<file path="config.mk">
export PLATFORM = sky130hd
export DESIGN_NAME = sprite_line_evaluator
export DESIGN_NICKNAME = d
export VERILOG_FILES = /design/src/rtl/sprite_line_evaluator.sv
export SDC_FILE = /design/constraint.sdc
export NUM_CORES = 1
export LEC_CHECK = 0
export BUFFER_PORTS_ARGS = -buffer_cell sky130_fd_sc_hd__buf_2
export CAP_MARGIN = 30
export CELL_PAD_IN_SITES_DETAIL_PLACEMENT = 1
export CELL_PAD_IN_SITES_GLOBAL_PLACEMENT = 1
export CORE_MARGIN = 4
export CORE_UTILIZATION = 40
export DETAILED_ROUTE_END_ITERATION = 10
export PLACE_DENSITY_LB_ADDON = 0.15
export SLEW_MARGIN = 5
export SYNTH_ARGS = -nofsm -noshare
export SYNTH_HDL_FRONTEND = slang
export SYNTH_SLANG_ARGS = --single-unit
</file>
<file path="constraint.sdc">
create_clock -name clock -period 4.5 [get_ports clock]
set_input_delay 0.675 -clock clock [delete_from_list [all_inputs] [get_ports clock]]
set_output_delay 0.675 -clock clock [all_outputs]
set_load 0.1 [all_outputs]
</file>
<file path="src/rtl/sprite_line_evaluator.sv">
// Per-scanline sprite evaluator. It clears the secondary buffer, scans primary OAM for sprites
// on yPosition, copies up to MAX_PER_LINE entries and then looks for overflow (optionally with byte drift).
module sprite_line_evaluator #(
  parameter int NUM_OAM      = 64,
  parameter int MAX_PER_LINE = 8,
  parameter bit OVERFLOW_BUG = 1'b1,
  localparam int AW = $clog2(NUM_OAM * 4),
  localparam int SW = $clog2(MAX_PER_LINE * 4),
  localparam int CW = $clog2(MAX_PER_LINE + 1)
) (
  input  logic          clock,
  input  logic          reset,
  input  logic          clock_EN,
  input  logic          eval_start,
  input  logic          tallSprites,
  input  logic [8:0]    yPosition,
  output logic [AW-1:0] oamAddr,
  input  logic [7:0]    oamData,
  input  logic [SW-1:0] secRdIndex,
  output logic [7:0]    secRdData,
  output logic [CW-1:0] spriteCount,
  output logic          spriteZeroOnLine,
  output logic          spriteOverflow,
  input  logic          resetFlags,
  output logic          busy,
  output logic          done,
  output logic [1:0]    dbg_state_o
);

  localparam int NW     = AW - 2;
  localparam int SDEPTH = 2 ** SW;

  typedef enum logic [1:0] {S_IDLE = 2'd0, S_CLEAR = 2'd1, S_SCAN = 2'd2, S_DONE = 2'd3} state_t;

  state_t        state_q;
  logic [SW-1:0] clr_q;
  logic [NW-1:0] n_q;
  logic [1:0]    m_q;
  logic          ph_q;
  logic [CW-1:0] cnt_q;
  logic          zero_q;
  logic          ovf_q;
  logic          tall_q;
  logic [8:0]    ypos_q;
  logic [7:0]    sec_q [SDEPTH];

  logic [9:0]    diff;
  logic          in_range;
  logic          full;
  logic          last_n;
  logic [CW+1:0] slot_idx;
  logic          wr_en;
  logic [SW-1:0] wr_addr;
  logic [7:0]    wr_data;

  always_comb begin
    diff     = {1'b0, ypos_q} - {2'b00, oamData};
    in_range = ~diff[9] && (diff[8:0] < (tall_q ? 9'd16 : 9'd8));
    full     = (cnt_q == CW'(MAX_PER_LINE));
    last_n   = (n_q == NW'(NUM_OAM - 1));
    slot_idx = {cnt_q, m_q};
    wr_en    = 1'b0;
    wr_addr  = '0;
    wr_data  = 8'hFF;
    // Writes are suppressed on reset or restart so an aborted pass leaves no stray bytes.
    if (clock_EN && !reset && !eval_start) begin
      if (state_q == S_CLEAR) begin
        wr_en   = 1'b1;
        wr_addr = clr_q;
      end else if (state_q == S_SCAN && ph_q && !full && (m_q != 2'd0 || in_range)) begin
        wr_en   = 1'b1;
        wr_addr = slot_idx[SW-1:0];
        wr_data = oamData;
      end
    end
  end

  always_ff @(posedge clock) begin
    if (wr_en) sec_q[wr_addr] <= wr_data;
  end

  always_ff @(posedge clock) begin
    if (reset) begin
      state_q <= S_IDLE;
      clr_q   <= '0;
      n_q     <= '0;
      m_q     <= 2'd0;
      ph_q    <= 1'b0;
      cnt_q   <= '0;
      zero_q  <= 1'b0;
      ovf_q   <= 1'b0;
      tall_q  <= 1'b0;
      ypos_q  <= '0;
    end else if (clock_EN) begin
      if (eval_start) begin
        state_q <= S_CLEAR;
        clr_q   <= '0;
        n_q     <= '0;
        m_q     <= 2'd0;
        ph_q    <= 1'b0;
        cnt_q   <= '0;
        zero_q  <= 1'b0;
        tall_q  <= tallSprites;
        ypos_q  <= yPosition;
      end else begin
        case (state_q)
          S_CLEAR: begin
            if (clr_q == SW'(MAX_PER_LINE * 4 - 1)) begin
              state_q <= S_SCAN;
              clr_q   <= '0;
            end else begin
              clr_q <= clr_q + 1'b1;
            end
          end
          S_SCAN: begin
            ph_q <= ~ph_q;
            if (ph_q) begin
              if (!full) begin
                if (m_q == 2'd0 && !in_range) begin
                  n_q <= n_q + 1'b1;
                  if (last_n) state_q <= S_DONE;
                end else if (m_q == 2'd3) begin
                  cnt_q <= cnt_q + 1'b1;
                  if (n_q == '0) zero_q <= 1'b1;
                  m_q <= 2'd0;
                  n_q <= n_q + 1'b1;
                  if (last_n) state_q <= S_DONE;
                end else begin
                  m_q <= m_q + 2'd1;
                end
              end else if (in_range) begin
                ovf_q   <= 1'b1;
                state_q <= S_DONE;
              end else begin
                // Hardware-faithful mode lets the byte index drift along with n.
                m_q <= OVERFLOW_BUG ? m_q + 2'd1 : 2'd0;
                n_q <= n_q + 1'b1;
                if (last_n) state_q <= S_DONE;
              end
            end
          end
          S_DONE:  state_q <= S_IDLE;
          default: state_q <= S_IDLE;
        endcase
      end
      if (resetFlags) ovf_q <= 1'b0;
    end
  end

  assign oamAddr          = (state_q == S_SCAN) ? {n_q, m_q} : '0;
  assign secRdData        = sec_q[secRdIndex];
  assign spriteCount      = cnt_q;
  assign spriteZeroOnLine = zero_q;
  assign spriteOverflow   = ovf_q;
  assign busy             = (state_q == S_CLEAR) || (state_q == S_SCAN);
  assign done             = (state_q == S_DONE);
  assign dbg_state_o      = state_q;

endmodule

</file>
### After elaboration in Yosys (flattened, before gate mapping)

Memories as Yosys holds them, arrays and structs flattened.
Index checks and enable logic that the tools add are counted.

* RAM bits: 256
* memories: 1
* input bits: 28
* register bits: 32

Memories
* sec_q: depth 32, width 8, rd ports 1, clocked after memory_dff 0, write ports 1, line 45 `logic [7:0] sec_q [SDEPTH];`

* muxes and demuxes: 60
* equal/unequal tests: 15
* bitwise operators: 2
* reduce and logical (&&, ||, !) cells: 35
* $lt $le $gt $ge: 1
* add/sub/neg operators: 5

Operators with widths (count)
* 6-bit 2-to-1 mux: 7
* 5-bit 2-to-1 mux: 7
* 8-bit 2-to-1 mux: 4
* 2-bit 2-to-1 mux: 15
* 4-bit 2-to-1 mux: 6
* 1-bit 2-to-1 mux: 20
* 2-bit nonzero test: 10
* 3-bit inequality test (second input constant): 4
* 6-bit AND reduction: 2
* 5-bit AND reduction: 2
* 9-bit by 8-bit subtractor with 10-bit output: 1
* 9-bit by 5-bit < comparator with 1-bit output: 1
* 1-bit logical AND: 7
* 7-bit AND reduction: 1
* 6-bit by 1-bit adder with 6-bit output (second input constant): 1
* 2-bit equality test (second input constant): 3
* 6-bit equality test (second input constant): 1
* 6-bit logical NOT: 1
* 2-bit AND reduction: 3
* 5-bit by 1-bit adder with 5-bit output (second input constant): 1
* 5-bit equality test (second input constant): 1
* 5-bit inequality test (second input constant): 1
* 4-bit by 1-bit adder with 4-bit output (second input constant): 1
* 4-bit equality test (second input constant): 1
* other kinds (11): 17

### Logic depth before layout (Yosys ltp)

Gate-level depths: netlist of run 1.

* depth in word-level cells: 10
* depth in mapped cells: 15

### Least setup slack after synthesis of run 1

No wires, ideal clock.

* kind: input -> register
* from: input oamData[1]
* to: memory sec_q[6][0], enable pin
* slack: 658 ps
* data arrival time: 3472 ps
* stages on the path: 13
* required time: 4130 ps
* cell sequence: inv_1 > ha_1 > a2111oi_4 > nor2_1 > xor2_1 > ha_1 > a21oi_1 > o211ai_1 > nor3b_4 > a41oi_4 > o31ai_2 > o21ai_1 > nor2_1

* cells in the longest elaborated chain, start to end: 10
* elaborated cells on any way between the ends: 14
* those cells by class: add/sub (1); order compare (1); mux (8); bitwise (1); reduce/logical (3)

Ends and longest elaborated chain
* from (decl): line 18 `input logic [7:0] oamData,`
* 9-bit by 8-bit subtractor with 10-bit output (*): line 57 `diff = {1'b0, ypos_q} - {2'b00, oamData};`
* 9-bit by 5-bit < comparator with 1-bit output or 1-bit NOT (tied branches): line 58 `in_range = ~diff[9] && (diff[8:0] < (tall_q ? 9'd16 : 9'd8));`
* 1-bit logical AND (*): line 58
* 1-bit logical OR (*): line 70 `end else if (state_q == S_SCAN && ph_q && !full && (m_q != 2'd0 || in_range)) begin`
* 1-bit logical AND (*): line 70
* 1-bit 2-to-1 mux: line 70
* 1-bit 2-to-1 mux: line 67 `if (state_q == S_CLEAR) begin`
* 1-bit 2-to-1 mux: line 66 `if (clock_EN && !reset && !eval_start) begin`
* 1-bit 2-to-1 mux: line 79 `if (wr_en) sec_q[wr_addr] <= wr_data;`
* 1-bit 2-to-1 mux (implied by the code): line 79
* to (decl): line 45

Every way passes the cells marked *; elsewhere a longest branch is shown, timed or not.

### Worst setup path in the final report of run 1

* from: register ypos_q[2]
* to: memory sec_q[22][3], enable pin

* cells in the longest elaborated chain, start to end: 10
* elaborated cells on any way between the ends: 14
* those cells by class: add/sub (1); order compare (1); mux (8); bitwise (1); reduce/logical (3)

Ends and longest elaborated chain
* from (decl): line 44 `logic [8:0] ypos_q;`
* from (signal assigned): line 104 `ypos_q <= yPosition;`
* 9-bit by 8-bit subtractor with 10-bit output (*): line 57
* 9-bit by 5-bit < comparator with 1-bit output or 1-bit NOT (tied branches): line 58
* 1-bit logical AND (*): line 58
* 1-bit logical OR (*): line 70
* 1-bit logical AND (*): line 70
* 1-bit 2-to-1 mux: line 70
* 1-bit 2-to-1 mux: line 67
* 1-bit 2-to-1 mux: line 66
* 1-bit 2-to-1 mux: line 79
* 1-bit 2-to-1 mux (implied by the code): line 79

Marks and branches as above.

==> flow_summary.yaml, run 1 <==
outcome:
  outcome: "finished clean"
synth:
  syn-num-nets: 754
  synthesis.area_um2: 12200
  synthMostInstantiatedCell: "edfxtp_1"
  synth_ff_type: "edfxtp_1"
  synth-seq-area-share_pct: 68.2
  synthDistinctLibCells: 63
  async_flop_share_pct: 0
  synth-edff-count: 256
  yosys_warnings: 0
  synthesis.instances: 707
  yosysTopAreaCellShare_pct: 63.0
  ys_seq_elements: 288
  ys_top_cells_by_count: "edfxtp_1, mux4_2, nor2_1"
  synth_top_area_cell: "edfxtp_1"
  avgSynthCellArea_um2: 17.3
  synth.top_cells.by_area: "edfxtp_1, mux4_2, dfxtp_1"
global_routing:
  use_met3_pct: 2.47
  grt_pass1_wl_mm: 44.9
  grt_pass1_vias: 7281
  grt_max_degree: 65
  antenna_found_initial: 0
  grt_util_all_layers_pct: 17.6
  overflow: 0
  use_met2_pct: 29.9
  use_met1_pct: 24.7
  gr-max-usage-layer: "met2"
power:
  powerDensity_nw_per_um2: 389
  vdd_ir_drop_max_mv: 0.240
  power.leakage_nw: 5.49
die:
  ios: 54
  die_x_um: 183
  die_area_um2: 33400
  start_util_pct: 40.9
  std_cell_rows: 63
  core_area_um2: 29900
  die_h_um: 183
clock_network:
  cts_buffers: 30
  cts.sinks: 288
  holdBufCountCts: 0
  htree_levels: 1
  cts_resized: 0
  cts_buffer_depth: 3
  clockRootBuffer: "clkbuf_16"
  cts_setup_buffers: 0
  cts.clk_slew.worst_paths_ns: 0.06
  cts_tree: "yes"
  clk_latency_ns: 0.57
placement:
  dp_hpwl_mm: 19.4
  portBuffers: 53
  placed_area_um2: 13200
  gp_congestion: 0.793
setup_path:
  cpLargestDelayFamily: "compound AO/OA/AOI/OAI gates"
  cpMaxStageDelayCell: "o32ai_1"
  worstPathArrival_ns: 4.23
  cp_cell_sequence: "ha_1 > o21a_1 > nor2_1 > nor2_1 > xor2_1 > ha_1 > a21oi_1 > o211ai_1 > nor3b_4 > a41oi_4 > o32ai_1 > nand2_1 > nor2_1 > buf_4"
  endpoint_kind: "flip-flop"
  startpoint_type: "flip-flop"
  cp_num_buf_inv: 1
  crit_path_frequent_cell: "nor2_1"
  path_max_fanout: 10
  cp.required_ns: 4.78
  crit_path_max_incr_delay_ns: 0.60
  path_class: "flip-flop to flip-flop"
sta:
  finalSetupViolations: 0
  fmax_mhz: 253
  min_period_ns: 3.95
  fin_worst_skew_ns: 0.0208
  drv_slew: 0
  worst_pin_slew_ns: 0.631
  slew_headroom_pct: 57.5
  hold_viol: 0
  setup_tns_ns: 0
  rsz0062_at_grt: "false"
  period_share_pct: 87.8
drt:
  wl_per_cell_um: 23.8
  drc: 0
  drtAntennaViolNets: 0
  routed_wirelength_mm: 29.1
  drtIter0Drc: 478
  vias_per_cell: 5.47
  vias: 6683
  dr.pass1.iters: 5
layout:
  syn2layout_area_growth_pct: 16.2
  drive_above_1_share_pct: 29.6
  layout.nets: 855
  n_antenna_cell: 0
  final_area_um2: 14200
min_path:
  hp-class: "primary input to flip-flop"
flow_run:
  drv_cap: 0
cell families after synthesis:
kind of cell / share of synthesized area, %
AND/OR/NAND/NOR: 6.96
flip-flops: 68.2
multiplexers: 16.1
AO/OA/AOI/OAI: 4.81
buffers and inverters: 1.71
adder cells (fa/ha/maj): 1.95
XOR/XNOR: 0.287
final cells by class:
class,count,area (um^2)
clock buffer,39,785
clock inverter,17,186
fill,2883,15700
inverter,23,86.3
multi-input combinational,366,3670
sequential,288,8330
tap,390,488
timing repair buffer,99,638
per-stage QoR:
step / hold WS (ns) / util [%] / setup WS (ns) / total power [W] / std cells
after floorplan: 0.440 / - / 0.658 / 0.00312 / 707
after global placement: 0.452 / 44.2 / 0.229 / 0.00317 / 1166
after detailed placement: 0.468 / 44.2 / 0.0716 / 0.00318 / 1166
after CTS: 0.280 / 47.5 / 0.564 / 0.00559 / 1222
after global routing: 0.295 / 47.5 / 0.249 / 0.00574 / 1222
final: 0.312 / 47.5 / 0.550 / 0.00551 / 1222
metal layers:
layer	routed length [um]	share of wire (%)	up-vias
met5	0	0	-
met4	420	1.4	0
met3	1330	4.6	29
met2	14600	50	166
met1	12700	44	3476
li1	-	-	3012
report_power, final:
group | switching [W] | internal (W)
Clock | 0.000989 | 0.00141
Combinational | 0.000147 | 0.0000862
Sequential | 0.00000834 | 0.00287
Total | 0.00114 | 0.00437
registers in the layout (all words and copies together), names as in the netlist:
| signal | count |
|---|---|
| ph_q | 1 |
| tall_q | 1 |
| sec_q | 256 |
| m_q | 2 |
| clr_q | 5 |
| ypos_q | 9 |
| dbg_state_o | 2 |
| spriteZeroOnLine | 1 |
| spriteCount | 4 |
| n_q | 6 |
| spriteOverflow | 1 |
placed cells by master, fill, tap and decap left out, drive strengths merged, types with 4 or more instances in the layout:
cell type	synthesis	layout
nand2b	8	8
o211ai	5	5
dfxtp	32	32
mux2	10	10
edfxtp	256	256
inv	23	24
mux4	80	80
mux2i	5	5
buf	14	99
clkbuf	16	39
or3	4	4
nand4	8	8
o31ai	4	4
nand3	10	10
nand2	50	50
ha	19	19
clkinv	0	11
o21ai	9	9
and2	11	11
nor3	6	6
nor2	59	59
a21oi	24	24
worst paths after layout:
| kind | start | slack, ns | end | cells past startpoint |
|---|---|---|---|---|
| hold reg to reg | ypos_q[7]$_SDFFE_PP0P_ | 0.47 | ypos_q[7]$_SDFFE_PP0P_ | 2 |
| setup reg to reg | ypos_q[2]$_SDFFE_PP0P_ | 0.55 | sec_q[22][3]$_DFFE_PP_ | 14 |
| hold / removal | resetFlags | 0.31 | spriteOverflow$_SDFFE_PP0P_ | 2 |
| setup / recovery | ypos_q[2]$_SDFFE_PP0P_ | 0.55 | sec_q[22][3]$_DFFE_PP_ | 14 |
Note: power is estimated with default switching activity, not from simulation.
==> run 2, diff against run 1 <==
--- a/config.mk
+++ b/config.mk
@@ -9,8 +9,8 @@
 export CAP_MARGIN = 30
 export CELL_PAD_IN_SITES_DETAIL_PLACEMENT = 1
 export CELL_PAD_IN_SITES_GLOBAL_PLACEMENT = 1
-export CORE_MARGIN = 4
-export CORE_UTILIZATION = 40
+export CORE_MARGIN = 2
+export CORE_UTILIZATION = 53
 export DETAILED_ROUTE_END_ITERATION = 10
 export PLACE_DENSITY_LB_ADDON = 0.15
 export SLEW_MARGIN = 5
==> flow_summary.yaml, run 2 (same netlist as run 1, synthesis figures left out) <==
clock_network:
  holdBufCountCts: 0
  cts_tree: "yes"
  cts_buffer_depth: 3
  clk_latency_ns: 0.54
  htree_levels: 1
  cts.sinks: 288
  cts_buffers: 29
  cts.clk_slew.worst_paths_ns: 0.06
  cts_resized: 0
  clockRootBuffer: "clkbuf_16"
  cts_setup_buffers: 0
setup_path:
  path_class: "flip-flop to flip-flop"
  path_max_fanout: 10
  cp.required_ns: 4.75
  startpoint_type: "flip-flop"
  worstPathArrival_ns: 4.22
  endpoint_kind: "flip-flop"
sta:
  layout_setup_ws_ns: 0.527
  holdWs_ns: 0.318
  hold_viol: 0
  min_period_ns: 3.97
  drv_slew: 0
  setup_tns_ns: 0
  worst_pin_slew_ns: 0.647
  fin_worst_skew_ns: 0.0107
  slew_headroom_pct: 56.9
  rsz0062_at_grt: "false"
  period_share_pct: 88.3
  finalSetupViolations: 0
  fmax_mhz: 252
global_routing:
  grt_pass1_wl_mm: 44.6
  overflow: 0
  antenna_found_initial: 2
  grt_pass1_vias: 7307
  grt_util_all_layers_pct: 24.8
  grt_max_degree: 65
layout:
  largest_reg_flops: 256
  reg_top3: "sec_q x256, ypos_q x9, n_q x6"
  syn2layout_area_growth_pct: 14.7
  final_area_um2: 14000
  top_register: "sec_q"
  fillers: 2018
  final_cell_mix: "edfxtp_1, mux4_2, nor2_1"
  final_common_cell: "edfxtp_1"
  layout.nets: 854
  drive_above_1_share_pct: 29.4
  instances_no_fill: 1113
outcome:
  outcome: "finished clean"
drt:
  wl_per_cell_um: 26.1
  drtIter0Drc: 486
  drc: 0
  routed_wirelength_mm: 29.1
  drtAntennaViolNets: 0
  dr.pass1.iters: 5
  vias_per_cell: 6.19
  vias: 6890
die:
  ios: 54
  core_area_um2: 22600
  die_h_um: 156
  std_cell_rows: 55
  start_util_pct: 53.9
  die_x_um: 156
  die_area_um2: 24300
placement:
  dp.cells: 1061
  gp_congestion: 0.834
  portBuffers: 53
  dp_hpwl_mm: 19.1
  placed_area_um2: 13100
  pre_cts_ws_ns: 0.0859
power:
  vdd_ir_drop_max_mv: 0.277
  powerDensity_nw_per_um2: 387
  power.leakage_nw: 5.47
min_path:
  hp-class: "primary input to flip-flop"
flow_run:
  drv_cap: 0
-- run 2: critical path: stages, from the launching register on --
cell	delay, ns
dfxtp_1	0.33
ha_1	0.33
a2111oi_4	0.41
nor2_1	0.11
xor2_1	0.15
ha_1	0.20
a21oi_1	0.14
o211ai_1	0.15
nor3b_4	0.30
a41oi_4	0.27
o41ai_2	0.36
nand2_1	0.47
nor2_1	0.27
buf_4	0.20
-- run 2: worst paths after layout --
path                     startpoint                     endpoint  slack [ns]  cells past startpoint
max          ypos_q[1]$_SDFFE_PP0P_       sec_q[31][7]$_DFFE_PP_        0.53                     13
min                      resetFlags  spriteOverflow$_SDFFE_PP0P_        0.32                      2
max reg2reg  ypos_q[1]$_SDFFE_PP0P_       sec_q[31][7]$_DFFE_PP_        0.53                     13
min reg2reg  ypos_q[7]$_SDFFE_PP0P_       ypos_q[7]$_SDFFE_PP0P_        0.46                      2
-- run 2: per-layer routing --
metal  wire length, um  share of wire (%)  GRT usage, %
met1             12100                 41          33.9
met2             14400                 50          41.4
met3              1830                6.3          4.28
met4               741                2.5          7.60
met5                13              0.045             0
-- run 2: area by class of cell --
type / instances / area [um^2] / area share (%)
Sequential cell: 288 / 8330 / 59.4
Multi-Input combinational cell: 366 / 3670 / 26.2
Clock buffer: 34 / 744 / 5.31
Timing Repair Buffer: 99 / 663 / 4.73
Tap cell: 285 / 357 / 2.55
Clock inverter: 17 / 156 / 1.12
Inverter: 23 / 86.3 / 0.616
Antenna cell: 1 / 2.50 / 0.0179
-- run 2: metrics by stage --
step / util (%) / power [W]
6_report: 61.9 / 0.00542
5_1_grt: 61.9 / 0.00556
4_1_cts: 61.9 / 0.00546
3_5_place_dp: 57.9 / 0.00318
3_3_place_gp: 57.9 / 0.00317
2_1_floorplan: - / 0.00312
-- run 2: where the power goes --
| part | switching (W) | internal [W] |
|---|---|---|
| combinational | 0.000146 | 0.0000896 |
| sequential | 0.00000837 | 0.00287 |
| clock | 0.000955 | 0.00134 |
==> run 3, diff against run 2 <==
--- a/config.mk
+++ b/config.mk
@@ -12,7 +12,8 @@
 export CORE_MARGIN = 2
 export CORE_UTILIZATION = 53
 export DETAILED_ROUTE_END_ITERATION = 10
-export PLACE_DENSITY_LB_ADDON = 0.15
+export PLACE_DENSITY = 0.82
+export RECOVER_POWER = 100
 export SLEW_MARGIN = 5
 export SYNTH_ARGS = -nofsm -noshare
 export SYNTH_HDL_FRONTEND = slang
==> flow_summary.yaml, run 3 (same netlist as run 1, synthesis figures left out) <==
placement:
  dp.cells: 1058
  gp_congestion: 0.817
  pre_cts_ws_ns: 0.0683
  portBuffers: 53
  dp_hpwl_mm: 20.0
sta:
  setup_tns_ns: 0
  fmax_mhz: 241
  min_period_ns: 4.15
  holdWs_ns: 0.308
  drv_slew: 0
  period_share_pct: 92.2
  hold_viol: 0
  finalSetupViolations: 0
  rsz0062_at_grt: "false"
  slew_headroom_pct: 7.85
  worst_pin_slew_ns: 1.36
  fin_worst_skew_ns: 0.0228
  layout_setup_ws_ns: 0.350
layout:
  layout.nets: 852
  n_antenna_cell: 0
  fillers: 2004
  final_cell_mix: "edfxtp_1, mux4_2, nor2_1"
  multi_input_area_um2: 3630
  reg_top3: "sec_q x256, ypos_q x9, n_q x6"
  final_common_cell: "edfxtp_1"
  register_area_um2: 8330
  top_register: "sec_q"
  drive_above_1_share_pct: 25.4
  largest_reg_flops: 256
  instances_no_fill: 1113
  syn2layout_area_growth_pct: 14.3
drt:
  vias_per_cell: 6.33
  dr.pass1.iters: 5
  routed_wirelength_mm: 31.3
  met2_wirelength_mm: 16.3
  wl_met1_mm: 12.7
  drtIter0Drc: 563
  wl_per_cell_um: 28.1
  drtAntennaViolNets: 0
  met3_length_mm: 1.72
  drc: 0
  top_layer_used: "met4"
  vias: 7042
setup_path:
  worstPathArrival_ns: 4.36
  cp.required_ns: 4.71
  startpoint_type: "flip-flop"
  reg2regPathDepth: 14
  endpoint_kind: "flip-flop"
  r2r-end: "sec_q[25][6]$_DFFE_PP_"
  r2r_slack_ns: 0.35
  path_class: "flip-flop to flip-flop"
  path_max_fanout: 10
  r2r-start: "ypos_q[2]$_SDFFE_PP0P_"
clock_network:
  clk_latency_ns: 0.56
  cts_resized: 0
  cts.sinks: 288
  cts_setup_buffers: 0
  clockRootBuffer: "clkbuf_16"
  cts.clk_slew.worst_paths_ns: 0.06
  htree_levels: 1
  cts_buffers: 30
  holdBufCountCts: 0
  cts_tree: "yes"
  cts_buffer_depth: 3
die:
  core_area_um2: 22600
  std_cell_rows: 55
  ios: 54
  die_x_um: 156
  die_h_um: 156
  die_area_um2: 24300
  start_util_pct: 53.9
global_routing:
  grt_pass1_wl_mm: 47.6
  grt_util_all_layers_pct: 26.5
  antenna_found_initial: 0
  grt_max_degree: 33
  overflow: 0
  grt_pass1_vias: 7522
outcome:
  outcome: "finished clean"
power:
  power.leakage_nw: 5.35
  powerDensity_nw_per_um2: 405
  total_power_w: 0.00565
  vdd_ir_drop_max_mv: 0.429
min_path:
  holdPathEnd: "spriteOverflow$_SDFFE_PP0P_"
  hp-class: "primary input to flip-flop"
  holdCritStartpoint: "resetFlags"
  whs_path_depth: 2
flow_run:
  drv_cap: 0
run 3: cell types whose count changed in the layout (fill, tap and decap cells not counted), sizes merged:
cell,change
bufinv,+1
buf,-48
diode,-1
clkinvlp,+1
clkbuf,+50
clkinv,-3
run 3: worst max-delay path by stage:
stage	start	end	slack [ns]
6_report	ypos_q[2]$_SDFFE_PP0P_	sec_q[25][6]$_DFFE_PP_	0.35
5_1_grt	ypos_q[2]$_SDFFE_PP0P_	sec_q[31][1]$_DFFE_PP_	0.15
4_1_cts	ypos_q[2]$_SDFFE_PP0P_	sec_q[10][3]$_DFFE_PP_	0.55
3_5_place_dp	oamData[2]	sec_q[30][2]$_DFFE_PP_	0.07
3_3_place_gp	oamData[2]	sec_q[26][2]$_DFFE_PP_	0.28
2_1_floorplan	oamData[1]	sec_q[6][0]$_DFFE_PP_	0.66
run 3: final cells by class:
type / instances / share of cell area (%)
sequential: 288 / 59.7
tap: 285 / 2.55
clock buffer: 39 / 5.92
clock inverter: 16 / 1.32
multi-input combinational: 366 / 26.0
timing repair buffer: 96 / 3.92
inverter: 23 / 0.619
run 3: metal layers:
metal / track usage (%) / vias up
li1: - / 3010
met1: 35.7 / 3701
met2: 46.6 / 280
met3: 3.42 / 51
met4: 6.33 / 0
met5: 0 / -
run 3: power by group:
part	internal [W]	switching, W	total, W
logic	0.0000885	0.000150	0.000239
clock network	0.00152	0.00101	0.00253
registers	0.00287	0.00000842	0.00288
total	0.00448	0.00117	0.00565
run 3: stage by stage:
step	area [um^2]	util [%]
after global routing	14000	61.6
final	14000	61.6
after floorplan	12200	-
after detailed placement	13100	57.8
after CTS	14100	62.3
after global placement	13100	57.8
run 3: critical path, stage by stage, from the launching register on:
cell,delay [ns]
dfxtp_1,0.32
ha_1,0.31
o21a_1,0.18
nor2_1,0.22
nor2_1,0.10
xor2_1,0.16
ha_1,0.19
a21oi_1,0.11
o211ai_1,0.14
nor3b_4,0.30
a41oi_4,0.27
o41ai_1,0.52
nand2b_1,0.45
nor2_1,0.21
clkbuf_2,0.32
